File: src/rtl/branch_resolver.sv
// ---------------------------------------------------------------------------
// branch_resolver
// Resolves a conditional branch in one cycle. It picks the condition flag,
// computes the next PC and flags a misprediction. The result is held in a
// one-entry output register with valid/ready handshakes. A mispredict
// produces a one-cycle fetch-redirect pulse that does not wait for the
// consumer.
//
// Parameters
//   PC_STEP         fall-through increment added to req_pc
// Ports
//   clk, rst_n      clock, asynchronous active-low reset
//   req_*           request channel (valid/ready, flags, cond, pc, target,
//                   prediction)
//   resp_*          registered result channel (valid/ready, taken, next_pc,
//                   mispredict)
//   redirect_*      one-cycle redirect pulse and its target address
//   stats_clr, taken_cnt, nottaken_cnt, mispred_cnt
//                   saturating statistics, present only when BRANCH_STATS_EN
//                   is defined
// ---------------------------------------------------------------------------
module branch_resolver #(
   parameter logic [31:0] PC_STEP = 32'd4
) (
   input  logic        clk,
   input  logic        rst_n,
   input  logic        req_valid,
   output logic        req_ready,
   input  logic [7:0]  req_flags,
   input  logic [2:0]  req_cond,
   input  logic [31:0] req_pc,
   input  logic [31:0] req_target,
   input  logic        req_pred_taken,
   output logic        resp_valid,
   input  logic        resp_ready,
   output logic        resp_taken,
   output logic [31:0] resp_next_pc,
   output logic        resp_mispredict,
   output logic        redirect_valid,
   output logic [31:0] redirect_pc
`ifdef BRANCH_STATS_EN
   ,
   input  logic        stats_clr,
   output logic [15:0] taken_cnt,
   output logic [15:0] nottaken_cnt,
   output logic [15:0] mispred_cnt
`endif
);

   typedef enum logic {EMPTY, FULL} state_e;

   state_e      state_q, state_d;
   logic        accept;
   logic        taken;
   logic        mispredict;
   logic [31:0] next_pc;

   logic        resp_taken_q;
   logic [31:0] resp_next_pc_q;
   logic        resp_mispredict_q;
   logic        redirect_valid_q;
   logic [31:0] redirect_pc_q;

   // Resolution datapath; the add wraps modulo 2^32.
   assign taken      = req_flags[req_cond];
   assign next_pc    = taken ? req_target : (req_pc + PC_STEP);
   assign mispredict = taken ^ req_pred_taken;

   // NOTE: every signal gets a default at the top of the block, so no path
   // through the case statement can leave it unassigned and infer a latch.
   always_comb begin
      state_d    = state_q;
      resp_valid = (state_q == FULL);
      req_ready  = !resp_valid || resp_ready;
      accept     = req_valid && req_ready;
      case (state_q)
         EMPTY:   if (accept) state_d = FULL;
         FULL:    if (resp_ready && !accept) state_d = EMPTY;
         default: state_d = EMPTY;
      endcase
   end

   // NOTE: sequential state uses non-blocking assignments. All registers then
   // update together on the edge, whatever order the statements are in.
   always_ff @(posedge clk or negedge rst_n) begin
      if (!rst_n) state_q <= EMPTY;
      else        state_q <= state_d;
   end

   // Result registers load only on acceptance. A stalled result cannot be
   // overwritten because req_ready is low while it waits.
   always_ff @(posedge clk or negedge rst_n) begin
      if (!rst_n) begin
         resp_taken_q      <= 1'b0;
         resp_next_pc_q    <= 32'd0;
         resp_mispredict_q <= 1'b0;
      end else if (accept) begin
         resp_taken_q      <= taken;
         resp_next_pc_q    <= next_pc;
         resp_mispredict_q <= mispredict;
      end
   end

   // The redirect pulse depends only on acceptance, never on resp_ready.
   // Back-to-back mispredicts keep it high on consecutive cycles.
   always_ff @(posedge clk or negedge rst_n) begin
      if (!rst_n) begin
         redirect_valid_q <= 1'b0;
         redirect_pc_q    <= 32'd0;
      end else begin
         redirect_valid_q <= accept && mispredict;
         if (accept && mispredict) redirect_pc_q <= next_pc;
      end
   end

   assign resp_taken      = resp_taken_q;
   assign resp_next_pc    = resp_next_pc_q;
   assign resp_mispredict = resp_mispredict_q;
   assign redirect_valid  = redirect_valid_q;
   assign redirect_pc     = redirect_pc_q;

`ifdef BRANCH_STATS_EN
   logic [15:0] taken_cnt_q, nottaken_cnt_q, mispred_cnt_q;

   function automatic logic [15:0] sat_inc(input logic [15:0] v);
      return (v == 16'hFFFF) ? v : v + 16'd1;
   endfunction

   // The clear has priority over an increment in the same cycle.
   always_ff @(posedge clk or negedge rst_n) begin
      if (!rst_n) begin
         taken_cnt_q    <= 16'd0;
         nottaken_cnt_q <= 16'd0;
         mispred_cnt_q  <= 16'd0;
      end else if (stats_clr) begin
         taken_cnt_q    <= 16'd0;
         nottaken_cnt_q <= 16'd0;
         mispred_cnt_q  <= 16'd0;
      end else if (accept) begin
         if (taken) taken_cnt_q    <= sat_inc(taken_cnt_q);
         else       nottaken_cnt_q <= sat_inc(nottaken_cnt_q);
         if (mispredict) mispred_cnt_q <= sat_inc(mispred_cnt_q);
      end
   end

   assign taken_cnt    = taken_cnt_q;
   assign nottaken_cnt = nottaken_cnt_q;
   assign mispred_cnt  = mispred_cnt_q;
`endif

endmodule
File: config.mk
export PLATFORM = sky130hd
export DESIGN_NAME = branch_resolver
export DESIGN_NICKNAME = d
export VERILOG_FILES = /design/src/rtl/branch_resolver.sv
export SDC_FILE = /design/constraint.sdc
export NUM_CORES = 1
export LEC_CHECK = 0
export CAP_MARGIN = 10
export CORE_MARGIN = 3
export CORE_UTILIZATION = 49
export CTS_CLUSTER_SIZE = 20
export DETAILED_ROUTE_END_ITERATION = 16
export GPL_ROUTABILITY_DRIVEN = 0
export PLACE_DENSITY = 0.95
export SETUP_SLACK_MARGIN = 0.1
export SLEW_MARGIN = 20
export SYNTH_ARGS = -nofsm -noshare
export SYNTH_HDL_FRONTEND = slang
export SYNTH_SLANG_ARGS = --single-unit
File: constraint.sdc
create_clock -name clk -period 3 [get_ports clk]
set_input_delay 0.6 -clock clk [delete_from_list [all_inputs] [get_ports clk]]
set_output_delay 0.6 -clock clk [all_outputs]
set_load 0.005 [all_outputs]
Word level (Yosys, flattened, before mapping)
Cells that the tools add are included.
{"block": "word_totals", "reg_bits": 68, "input_bits": 80, "out_inout_bits": 69, "word_cells": 22}
{"block": "op_classes", "add_sub_neg": 1, "order_cmp": 1, "muxes": 6, "bitwise": 2, "n_reduce_logical": 6}
{"operator": "$add 32x3->32 const B", "count": 1}
{"operator": "$mux 32", "count": 1}
{"operator": "$lt 3x4->1 const B", "count": 1}
{"operator": "$bmux 1 s3", "count": 1}
{"operator": "$logic_and 1x1->1", "count": 3}
{"operator": "$mux 1", "count": 3}
{"operator": "$logic_not 1->1", "count": 2}
{"operator": "$pmux 1 s2", "count": 1}
{"operator": "$logic_or 1x1->1", "count": 1}
{"operator": "$not 1->1", "count": 1}
{"operator": "$xor 1x1->1", "count": 1}

Depth between registers and ports, before layout
Gate-level depths: netlist of the first run.
{"block": "depth", "depth_word": 7, "mapped_depth": 7, "mapped_depth_nobuf": 6}

Worst setup path after synthesis of the first run
OpenSTA, ideal clock, no wires.
{"block": "synth_timing", "kind": "input port to flip-flop", "startpoint": "input req_cond[0]", "endpoint": "register redirect_pc_q[10] (netlist: redirect_pc[10])", "setup_time_ns": 0.125, "arrival_ns": 2.097, "required_ns": 2.875, "slack_ns": 0.778, "cell_stages": 5, "n_path_buf": 0, "cell_sequence": "mux4_1 -> mux2_4 -> mux2i_4 -> inv_2 -> mux2_4"}
{"block": "synth_between", "elab_chain_len": 4, "elab_cells_between_ends": 5, "classes_between": "mux (3); bitwise (1); reduce/logical (1)"}
{"element": "start: declaration", "line": "30", "text": "input logic [2:0] req_cond,"}
{"element": "$bmux 1 s3 (*)", "line": "65", "text": "assign taken = req_flags[req_cond];"}
{"element": "$mux 1 (implied by the code) (*)", "line": "65"}
{"element": "$xor 1x1->1", "line": "67", "text": "assign mispredict = taken ^ req_pred_taken;"}
{"element": "$logic_and 1x1->1", "line": "112", "text": "if (accept && mispredict) redirect_pc_q <= next_pc;"}
{"element": "end signal: assignment", "line": "112"}
{"element": "end: declaration", "line": "62", "text": "logic [31:0] redirect_pc_q;"}
Mark *: on every way between the ends. The rest lies on a longest branch, timed or not. The select of a mux whose other input is x is not followed.
A chain may end at the register's enable or synchronous reset.

Worst setup path in the final report of the first run
{"block": "layout_timing", "startpoint": "input req_cond[0]", "endpoint": "register redirect_pc_q[31] (netlist: redirect_pc[31])"}
The elaborated chain is that of the path after synthesis.

==> results of run 1 <==
## path summary, 6_finish.rpt
path	depth (start not counted)	start	end	slack, ns
max	7	req_cond[0]	redirect_pc[31]	0.39
min	1	rst_n	redirect_pc[22]	0.35
max reg2reg	5	resp_valid	redirect_pc[9]	1.13
min reg2reg	2	resp_taken	resp_taken	0.48
max in group asynchronous	2	rst_n	redirect_pc[24]	1.88
min in group clk	2	resp_taken	resp_taken	0.48
## per-layer routing
layer  track usage, %  vias to the layer above  wire length (um)
li1                 -                     1960                 -
met4             13.0                        0               442
met2             45.3                      254              6480
met5                0                        -                 0
met1             36.5                     2102              5120
met3             5.98                       38              1210
## metrics by stage
stage	cell area (um2)	hold slack (ns)	instances	util, %	power, uW
4_1_cts	5870	0.373	707	74.8	3300
3_5_place_dp	5680	0.471	692	72.3	2550
6_report	5870	0.353	707	74.8	3310
5_1_grt	5870	0.415	707	74.8	3460
3_3_place_gp	5680	0.461	692	72.3	2490
2_1_floorplan	4040	0.304	455	-	1780
## cells by family after synthesis
| kind of cell | Yosys count | synth area share, % |
|---|---|---|
| xor+xnor | 26 | 5.64 |
| flops | 68 | 42.1 |
| compound gates | 108 | 16.9 |
| mux | 16 | 5.82 |
| simple gates | 197 | 25.0 |
| fa+ha+maj | 1 | 0.310 |
| buf+inv | 39 | 4.18 |
## flip-flops by register name, indices dropped and copies added (netlist names)
name,flops
resp_next_pc,32
resp_taken,1
redirect_valid,1
resp_valid,1
redirect_pc,32
resp_mispredict,1
## where the power goes
part           internal (uW)  switching (uW)
logic                    730             491
registers               1140             191
clock network            378             377
total                   2250            1060
## layout make-up
cell class,instances,area (um2)
Timing Repair Buffer,168,1650
Sequential cell,68,1700
Multi-Input combinational cell,348,2170
Clock inverter,6,66.3
Inverter,6,22.5
Clock buffer,9,124
Fill cell,539,1980
Tap cell,102,128
## worst reg2reg max path, cell delays in order, from the launching register on
cell and delay (ns):
dfrtp_1 0.38, nand2b_1 0.17, nor3b_1 0.59, mux2i_4 0.16, inv_2 0.16, mux2_4 0.31
## cells in the mapped netlist (4+ instances only)
cell / number
o21ai_0: 27
or4_1: 12
clkbuf_1: 19
nor2_1: 21
a21o_1: 6
nand3b_1: 12
and3_1: 8
inv_1: 5
mux2_4: 5
nor3b_1: 5
mux2i_1: 4
o21ai_1: 24
nor3_1: 10
mux2_2: 4
nand3_1: 34
nand4_1: 9
nand2_1: 67
o31ai_1: 12
a221oi_1: 7
buf_2: 9
dfrtp_1: 68
xnor2_1: 6
a21oi_1: 6
xor2_1: 20
o211ai_1: 11
nor4_1: 8
a211oi_1: 11
==> qor.csv, run 1 <==
metric;value;unit
p_leak;0.00232;uW
start_kind;primary input;
hold_violations;0;
grt_pass1_wl;21.6;mm
area_growth_syn_to_layout;45.2;%
setup_violations;0;
cts_sinks;68;
yosys.area.top_type;dfrtp_1;
slew_viol_final;0;
period_share;86.9;%
io_pins;149;
synth-seq-cells;68;
core;7850;um2
synth_nets;536;
drt_wl_total;13.3;mm
status;complete, no violations;
max_freq;383;MHz
maxCapViolations;0;
viasPerCell;6.16;
fp.dieH;96.8;um
ir_drop;0.341;mV
slowest_stage;or4_4;
drt_iter0_drc;576;
synth_ff_type;dfrtp_1;
hold_buffers;0;
antennaDiodeCount;0;
gr-total-overflow;0;
cts_max_path_buffers;2;
slew_headroom;42.2;%
detail_route.wl_per_cell;18.7;um
route.antenna.remaining_nets;0;
firstDrtPassIters;5;
cp_num_buf_inv;2;
cpPeakStageDelay;0.55;ns
final_common_cell;clkdlybuf4s50_1;
grt_pass1_vias;4239;
hp-class;in -> async;
power_density;564;nW/um2
rsz0062_at_grt;no;
numCtsBuffers;9;
initial_core_util;51.5;%
min_period;2.61;ns
fin_skew;0.00977;ns
synth.cell_area;4040;um2
crit_arrival;2.89;ns
yosysUniqueCellTypes;45;
async_reset_ff_share;100;%
dp_hpwl;9.86;mm
cts_tree;yes;
critical_path_required;3.28;ns
drive_above_1_share;8.43;%
die_area;9370;um2
grt_max_degree;56;
synth.area.top_cells;dfrtp_1 (42%), nand2_1 (6.2%), xor2_1 (4.3%);
cts-root-buf;clkbuf_8;
std_cell_rows;32;
avgSynthCellArea;8.88;um2
setup_tns;0;ns
final_nets;682;
yosysSeqAreaShare;42.1;%
clk_pin_slew_worst_paths;0.08;ns
die_w;96.8;um
drc;0;
worst_pin_slew;0.867;ns
synth_top_area_share;42.1;%
grtUsageTotal;28.2;%
critPathKind;in -> reg;
dr_total_vias;4354;
finalWorstSetupSlack;0.392;ns
insertion_delay;0.36;ns
syn-instance-count;455;
cp_max_fo;37;
io_buffers;148;
layout_common_cells;clkdlybuf4s50_1 (147), dfrtp_1 (68), nand2_1 (67);
cts_resized;0;
critPathTopFamily;buffers and inverters;
synth-edff-count;0;
antenna_found_initial;0;
dpl_worst_slack;0.0531;ns
post_cts_buffers;0;
worstSetupEndpointType;flip-flop;
htree_levels;3;
path_cells;clkdlybuf4s50_1, mux4_1, mux2_4, buf_4, nor3_1, or4_4, a21oi_2;
yosysWarnings;0;
Power figures use the tool's default switching activity.
==> run 2, diff against run 1 <==
CORE_ASPECT_RATIO = 1.75   (was not set)
CTS_BUF_LIST = sky130_fd_sc_hd__clkbuf_16   (was not set)
==> run 2 against run 1 <==
Against the previous run: combinational power barely moved; flip-flop and latch count is the same; clock power grew 21%; critical path type unchanged; cell count fell by 1.6%; largest power group unchanged; worst setup slack got worse by 0.051 ns; final area up 0.96%; clock skew down 0.0054 ns; count of clock-buffer cells in the layout stayed put; hold slack got worse by 0.024 ns; largest cell class unchanged; sequential share of layout area shrank 0.28 points; fmax is 1.9% lower.
==> qor.csv, run 2 (synthesis results as in run 1) <==
metric;value;unit;change
cts_tree;yes;;
layout_common_cells;clkdlybuf4s50_1 (146), dfrtp_1 (68), nand2_1 (66);;
drt_wl_total;13.6;mm;+2.9%
gr-total-overflow;0;;unchanged
start_kind;primary input;;
power;3470;uW;+5.0%
fp.dieH;126;um;+30%
rsz0062_at_grt;no;;
io_pins;149;;unchanged
worstSetupEndpointType;flip-flop;;
critPathLaunch;req_pc[3];;
maxCapViolations;0;;unchanged
die_w;74.6;um;-23%
ir_drop;0.451;mV;+32%
cts_resized;0;;unchanged
cts_sinks;68;;unchanged
topRoutingLayerUsed;met4;;
numCtsBuffers;9;;unchanged
grt_pass1_vias;4555;;+7.5%
period_share;88.6;%;+1.7 points
fillers;545;;+1.1%
clk_pin_slew_worst_paths;0.05;ns;-0.03 ns
final_nets;682;;unchanged
hp-class;in -> async;;
io_buffers;148;;unchanged
hold_buffers;0;;unchanged
dp_hpwl;10.0;mm;+1.7%
area_growth_syn_to_layout;46.6;%;
dr_total_vias;4396;;+0.96%
grtUsageTotal;30.7;%;+2.5 points
cts_max_path_buffers;2;;unchanged
worst_pin_slew;0.743;ns;-0.124 ns
met1Wirelength;4.61;mm;-10%
min_period;2.66;ns;+0.0513 ns
fin_skew;0.00437;ns;-0.00540 ns
firstDrtPassIters;5;;unchanged
detail_route.wl_per_cell;19.6;um;+4.6%
finalWorstSetupSlack;0.341;ns;-0.0513 ns
critical_path_required;3.20;ns;-0.08 ns
die_area;9410;um2;+0.46%
dpl_worst_slack;0.0106;ns;-0.0424 ns
hold_violations;0;;unchanged
drc;0;;unchanged
crit_arrival;2.86;ns;-0.03 ns
std_cell_rows;43;;+34%
critPathKind;in -> reg;;
grt_pass1_wl;22.2;mm;+3.1%
route.antenna.remaining_nets;0;;unchanged
final_common_cell;clkdlybuf4s50_1;;
antenna_found_initial;0;;unchanged
setup_tns;0;ns;unchanged
p_leak;0.00238;uW;+2.4%
drt_iter0_drc;496;;-14%
max_freq;376;MHz;-1.9%
timing.rr.start;resp_valid;;
wl_met3;998;um;-17%
setup_violations;0;;unchanged
cp_max_fo;8;;-78%
slew_headroom;50.5;%;+8.3 points
status;complete, no violations;;
met2_length;7.06;mm;+9.0%
cts-root-buf;clkbuf_16;;
grt_max_degree;54;;-3.6%
post_cts_buffers;0;;unchanged
power_density;586;nW/um2;+4.0%
viasPerCell;6.32;;+2.6%
slew_viol_final;0;;unchanged
insertion_delay;0.34;ns;-0.02 ns
core;7960;um2;+1.5%
initial_core_util;50.7;%;-0.74 points
drive_above_1_share;7.92;%;-0.51 points
antennaDiodeCount;0;;unchanged
htree_levels;3;;unchanged
## run 2: worst max-delay path, cell delays in order
cell and delay, ns:
clkdlybuf4s50_1 0.51, ha_1 0.24, nand4_1 0.38, nor4_2 0.39
buf_4 0.19, a41oi_1 0.18, nor3_1 0.26, o21ai_1 0.12
## run 2: cell type report
type	count	area, um2	share of cell area (%)
clock buffers	9	225	3.80
well taps	90	113	1.90
flip-flops and latches	68	1700	28.7
repair buffers	168	1650	27.8
inverters	6	22.5	0.380
multi-input cells	348	2180	36.9
clock inverters	7	30.0	0.507
## run 2: layer usage
| layer | vias to the layer above | track usage (%) |
|---|---|---|
| met2 | 300 | 50.3 |
| met5 | - | 0 |
| met1 | 2046 | 33.6 |
| met3 | 89 | 7.67 |
| met4 | 0 | 20.9 |
| li1 | 1961 | - |
## run 2: power by group
part           internal [uW]  switching [uW]
logic                    730             498
registers               1140             184
clock network            540             377
## run 2: path summary, 6_finish.rpt
path | to | slack, ns | depth (start not counted)
max | resp_next_pc[22] | 0.34 | 8
min reg2reg | redirect_pc[2] | 0.48 | 2
max reg2reg | redirect_pc[26] | 1.10 | 5
max in group asynchronous | resp_next_pc[9] | 2.01 | 2
min | redirect_pc[1] | 0.33 | 1
min in group clk | redirect_pc[2] | 0.48 | 2
## run 2: stage by stage
stage	hold WS, ns	utilization (%)	instance area [um2]	instances
CTS	0.355	74.4	5920	696
finish	0.329	74.4	5920	696
detailed placement	0.473	71.2	5670	680
floorplan	0.304	-	4040	455
global route	0.386	74.4	5920	696
global placement	0.464	71.2	5670	680
==> run 3, diff against run 2 <==
ABC_CLOCK_PERIOD_IN_PS = 3000   (was not set)
CTS_CLUSTER_SIZE = 10   (was 20)
==> results of run 3 <==
No change in the layout: final DEF, timing and power equal those of run 2.
